===== src/rtl/cpu6502_pkg.sv =====
// Shared cpu6502 datapath constants: register-bank op encodings and register indices.
package cpu6502_pkg;

  localparam logic [2:0] REG_OP_NOP  = 3'd0;
  localparam logic [2:0] REG_OP_LOAD = 3'd1;
  localparam logic [2:0] REG_OP_INC  = 3'd2;
  localparam logic [2:0] REG_OP_DEC  = 3'd3;
  localparam logic [2:0] REG_OP_XFER = 3'd4;

  localparam int unsigned REG_AC = 0;
  localparam int unsigned REG_X  = 1;
  localparam int unsigned REG_Y  = 2;
  localparam int unsigned REG_S  = 3;

endpackage


===== src/rtl/register_bank_alu.sv =====
// Combinational result/wrap computation for cpu_register_bank.
module register_bank_alu
  import cpu6502_pkg::*;
#(
  parameter int unsigned WIDTH = 8
) (
  input  logic [2:0]       op_i,
  input  logic [WIDTH-1:0] operand_i,
  input  logic [WIDTH-1:0] data_i,
  output logic [WIDTH-1:0] result_o,
  output logic             wrap_o,
  output logic             write_op_o
);

  always_comb begin
    result_o   = '0;
    wrap_o     = 1'b0;
    write_op_o = 1'b0;
    case (op_i)
      REG_OP_LOAD: begin
        result_o   = data_i;
        write_op_o = 1'b1;
      end
      REG_OP_INC: begin
        result_o   = operand_i + WIDTH'(1);
        wrap_o     = &operand_i;
        write_op_o = 1'b1;
      end
      REG_OP_DEC: begin
        result_o   = operand_i - WIDTH'(1);
        wrap_o     = ~|operand_i;
        write_op_o = 1'b1;
      end
      REG_OP_XFER: begin
        result_o   = operand_i;
        write_op_o = 1'b1;
      end
      default: ;
    endcase
  end

endmodule


===== src/rtl/cpu_register_bank.sv =====
// CPU working-register bank (AC/X/Y/S...) with one write op per falling edge and result flags.
// Define CPU_REGISTER_BANK_BYPASS_EN to forward the pending result onto the read ports.
module cpu_register_bank
  import cpu6502_pkg::*;
#(
  parameter int unsigned WIDTH    = 8,
  parameter int unsigned NUM_REGS = 4,
  localparam int unsigned SEL_W   = (NUM_REGS > 1) ? $clog2(NUM_REGS) : 1
) (
  input  logic             i_clk,
  input  logic             i_reset_n,
  input  logic [WIDTH-1:0] i_data,
  input  logic [2:0]       i_op,
  input  logic [SEL_W-1:0] i_sel,
  input  logic [SEL_W-1:0] i_rsel_a,
  input  logic [SEL_W-1:0] i_rsel_b,
  output logic [WIDTH-1:0] o_data_a,
  output logic [WIDTH-1:0] o_data_b,
  output logic             o_zero,
  output logic             o_negative,
  output logic             o_wrap
);

  localparam logic [SEL_W:0] NumRegsW = (SEL_W + 1)'(NUM_REGS);

  logic [WIDTH-1:0] regs_q [NUM_REGS];
  logic             zero_q, neg_q, wrap_q;

  logic             sel_ok, a_ok, b_ok;
  logic [WIDTH-1:0] dst_val, src_val, stored_b, operand;
  logic [WIDTH-1:0] result;
  logic             wrap, write_op, we;

  assign sel_ok = {1'b0, i_sel} < NumRegsW;
  assign a_ok   = {1'b0, i_rsel_a} < NumRegsW;
  assign b_ok   = {1'b0, i_rsel_b} < NumRegsW;

  always_comb begin
    dst_val  = sel_ok ? regs_q[i_sel] : '0;
    src_val  = a_ok ? regs_q[i_rsel_a] : '0;
    stored_b = b_ok ? regs_q[i_rsel_b] : '0;
    operand  = (i_op == REG_OP_XFER) ? src_val : dst_val;
  end

  register_bank_alu #(
    .WIDTH(WIDTH)
  ) u_alu (
    .op_i      (i_op),
    .operand_i (operand),
    .data_i    (i_data),
    .result_o  (result),
    .wrap_o    (wrap),
    .write_op_o(write_op)
  );

  // The XFER source must exist too, otherwise the write is dropped with flags held.
  assign we = write_op && sel_ok && ((i_op != REG_OP_XFER) || a_ok);

  always_ff @(negedge i_clk or negedge i_reset_n) begin
    if (!i_reset_n) begin
      for (int i = 0; i < NUM_REGS; i++) begin
        regs_q[i] <= '0;
      end
      zero_q <= 1'b0;
      neg_q  <= 1'b0;
      wrap_q <= 1'b0;
    end else if (we) begin
      regs_q[i_sel] <= result;
      zero_q        <= (result == '0);
      neg_q         <= result[WIDTH-1];
      wrap_q        <= wrap;
    end
  end

  always_comb begin
    o_data_a = src_val;
    o_data_b = stored_b;
`ifdef CPU_REGISTER_BANK_BYPASS_EN
    // Port A feeds XFER, so it never forwards its own XFER result.
    if (we && (i_rsel_a == i_sel) && (i_op != REG_OP_XFER)) begin
      o_data_a = result;
    end
    if (we && (i_rsel_b == i_sel)) begin
      o_data_b = result;
    end
`endif
  end

  assign o_zero     = zero_q;
  assign o_negative = neg_q;
  assign o_wrap     = wrap_q;

endmodule


===== config.mk =====
export PLATFORM = sky130hd
export DESIGN_NAME = cpu_register_bank
export DESIGN_NICKNAME = d
export VERILOG_FILES = /design/src/rtl/cpu6502_pkg.sv /design/src/rtl/register_bank_alu.sv /design/src/rtl/cpu_register_bank.sv
export SDC_FILE = /design/constraint.sdc
export NUM_CORES = 1
export LEC_CHECK = 0
export CORE_UTILIZATION = 45
export DETAILED_ROUTE_END_ITERATION = 6
export PLACE_DENSITY = 0.68
export SLEW_MARGIN = 20
export SYNTH_ARGS = -nofsm -noshare
export SYNTH_HDL_FRONTEND = slang
export SYNTH_SLANG_ARGS = --single-unit

===== constraint.sdc =====
create_clock -name i_clk -period 3.6 [get_ports i_clk]
set_input_delay 0.36 -clock i_clk [delete_from_list [all_inputs] [get_ports i_clk]]
set_output_delay 0.36 -clock i_clk [all_outputs]
set_load 0.05 [all_outputs]

==> flow_summary_export.csv <==
group,metric,value,unit
status,outcome,"complete, but fails checks",
status,violations,"negative setup slack",
yosys,syn_inst,233,
critical_path,arrival,3.19,ns
yosys,netlist.top_cell.by_area,"dfrtn_1",
global_routing,grt_start_max_net_pins,36,
global_routing,grt_pass1_wl,15600,µm
yosys,synth_mux_area_share,32.4,%
pwr,ir_drop,0.462,mV
min_path,hold_depth,1,
layout,fillers,262,
pwr,power_switching,1.20,mW
floorplan,core,0.00557,mm²
yosys,syn_area_per_cell,11.3,µm²
routing,drt_iter0_markers,309,
global_routing,grt_pass1_vias,3016,
pwr,p_per_area,598,mW/mm²
timing,relSlewSlack,58.4,%
critical_path,path_cells,"buf_12, buf_4, mux4_2, nand2_2, nand2_4, inv_4, fa_2, nor2_2, a21oi_2, nand2_2, nor3b_2, or4b_4, a211oi_2",
routing,drc_errors,0,
critical_path,crit_type,"input port to flop",
critical_path,crit_required,2.10,ns
routing,met3_length,1050,µm
routing,vias,3124,
routing,wirelength,12200,µm
yosys,yosys.area_share.simple,15.7,%
critical_path,path_max_fanout,8,
critical_path,cpMostUsedCell,"nand2_2",
routing,wl_per_cell,25.9,µm
timing,hold_viol,0,
global_routing,grt_overflow,0,
routing,first_pass_iters,5,
cts,cts_tree,"yes",
yosys,yosysSeqAreaShare,33.2,%
timing,layout_setup_ws,-1.09,ns
critical_path,crit_buf_inv,3,
min_path,min_path_type,"flop to flop",
layout,most-common-layout-cells,"buf_4 (99), buf_6 (37), dfrtn_1 (35)",
yosys,syn-cell-area,0.00264,mm²
yosys,async_reset_ff_share,100,%
cts,cts_buffer_depth,2,
layout,postLayoutCoreUtil,85.3,%
layout,drive_gt1_share,69.7,%
routing,ant_nets,0,
yosys,synth_top_area_share,33.2,%
yosys,synth_nets,259,
yosys,synth_seq_cells,35,
yosys,ys_top_cells_by_area,"dfrtn_1 (33%), mux4_2 (18%), mux2_2 (12%), nand2_1 (4.8%), mux4_1 (3.0%)",
yosys,ys.flop_type,"dfrtn_1",
timing,hold_ws,0.472,ns
pwr,p_leak,2.17,nW
place,gp_congestion,0.856,
pwr,p_int,1.64,mW
run,drv_cap,0,
cts,hold_buffers,0,
cts,numCtsBuffers,5,
yosys,synth_xor_xnor_area_share,1.66,%
timing,worst_slew_pin_slew,0.622,ns
pwr,seq_power_share,22.8,%
timing,setup_viol,49,
yosys,synth_top_family_by_area,"multiplexers",
pwr,switching_share,42.4,%
cts,cts.htree.levels,2,
cts,worstSkewPairLatency,0.30,ns
place,dp_hpwl,6040,µm
cts,clkSlewWorstSetupHoldPaths,0.05,ns
routing,wl_met2,6020,µm
yosys,synthAdderAreaFrac,3.61,%
critical_path,end_kind,"flop",
pwr,p_clk_share,9.9,%
floorplan,chipWidth,78.6,µm
floorplan,row_count,27,
timing,finalMaxSlewViolations,0,
layout,layout_commonest_cell,"buf_4",
routing,via_per_inst,6.63,
timing,rsz0062_at_grt,"true",
global_routing,grt.total_usage,34.3,%
critical_path,worstSetupPathDepth,13,
layout,nets,424,
yosys,synth_cell_types,55,
routing,wl_met1,4310,µm
layout,area_growth,80.2,%
floorplan,initial_core_util,47.3,%
floorplan,die_area,0.00617,mm²
critical_path,crit_family,"simple AND/OR/NAND/NOR gates",
yosys,ys_warn_count,0,
timing,fin_skew,0.00820,ns
yosys,synth-compound-area-share,10.4,%
routing,highest_layer,"met4",
critical_path,critical-path-slowest-cell,"fa_2",
cts,cts_root_buf,"clkbuf_8",
critical_path,max_stage_delay,0.57,ns
global_routing,antenna_found_initial,0,
pwr,pwr-share-comb,67.3,%
place,port_buffers,37,
layout,num_antenna_cells,0,
cts,clock-sinks,35,
critical_path,crit_path_start_kind,"input port",
floorplan,chipHeight,78.6,µm
yosys,synth_edf_count,0,
floorplan,pin_count,38,
critical_path,reg2regPathDepth,12,
-- cells by family after synthesis --
group / count (synthesis)
xor gates and xnor gates: 5
AOI/OAI and AO/OA: 39
and+or+nand+nor: 79
DFF: 35
adders and majority gates: 7
muxes: 51
buffers and inverters: 17
-- worst reg2reg max path: stages (launching register included) --
cell     delay [ns]
dfrtn_1        0.37
buf_4          0.15
buf_4          0.14
mux4_2         0.50
nand2_2        0.10
nand2_2        0.09
ha_4           0.18
or3_4          0.40
o22ai_4        0.21
nor4_2         0.07
a31oi_1        0.27
nand3_2        0.22
mux2_2         0.33
-- cells in the mapped netlist, types with 3 or more instances --
master	number
a21oi_1	6
a22oi_1	5
clkbuf_1	5
dfrtn_1	35
ha_1	6
inv_1	5
mux2_2	27
mux4_1	3
mux4_2	21
nand2_1	34
nand3_1	3
nor2_1	9
nor2b_1	7
nor3_1	4
o21ai_0	5
o22ai_1	5
or3_1	3
xor2_1	4
-- path summary, 6_finish.rpt --
| check | endpoint | slack, ns | start |
|---|---|---|---|
| hold reg to reg | o_negative | 0.47 | o_negative |
| setup reg to reg | regs_q[31] | 0.42 | regs_q[12] |
| min in group asynchronous | regs_q[9] | 2.18 | i_reset_n |
| setup / recovery | o_zero | -1.09 | i_rsel_a[0] |
| hold / removal | o_negative | 0.47 | o_negative |
| max in group asynchronous | regs_q[22] | 1.03 | i_reset_n |
-- metrics by stage --
stage / TNS, ns / cells / cell area (µm²) / worst slack [ns] / total power, mW
4_1_cts: -21.31 / 450 / 4440 / -0.918 / 2.52
3_5_place_dp: -46.13 / 401 / 3690 / -1.71 / 1.87
3_3_place_gp: -44.45 / 401 / 3690 / -1.64 / 1.85
6_report: -25.90 / 471 / 4750 / -1.09 / 2.84
2_1_floorplan: -24.49 / 233 / 2760 / -1.16 / 1.41
5_1_grt: -27.95 / 471 / 4750 / -1.11 / 2.92
-- registers in the layout, summed over array words and instances (netlist names) --
name / cells
o_negative: 1
o_wrap: 1
o_zero: 1
regs_q: 32
-- repair_timing --
item                       4_1_cts  5_1_grt
buffers inserted                45       25
pin swaps                       28       32
gates resized for setup        106       52
setup endpoints to repair       43       49
gates cloned                     0        1
hold endpoints to repair         0        0
-- area by class of cell --
type	count	area [µm²]	area share (%)
Clock buffer	7	76.3	1.61
Clock inverter	1	5.00	0.105
Inverter	6	25.0	0.526
Multi-Input combinational cell	181	2090	44.0
Sequential cell	35	876	18.4
Tap cell	72	90.1	1.90
Timing Repair Buffer	169	1590	33.5
-- power by group through the flow --
| stage | clock network (mW) | registers, mW | logic, mW |
|---|---|---|---|
| 4_1_cts | 0.281 | 0.604 | 1.63 |
| 3_5_place_dp | 0 | 0.638 | 1.24 |
| 6_report | 0.280 | 0.648 | 1.91 |
| 2_1_floorplan | 0 | 0.631 | 0.776 |
| 3_3_place_gp | 0 | 0.629 | 1.22 |
| 5_1_grt | 0.302 | 0.645 | 1.97 |
-- layer usage --
metal	global-route usage (%)	vias up
met5	0	-
met4	16.7	0
met3	6.16	83
met2	59.4	290
met1	40.9	1520
li1	-	1231
Note: power is estimated with default switching activity, not from simulation.
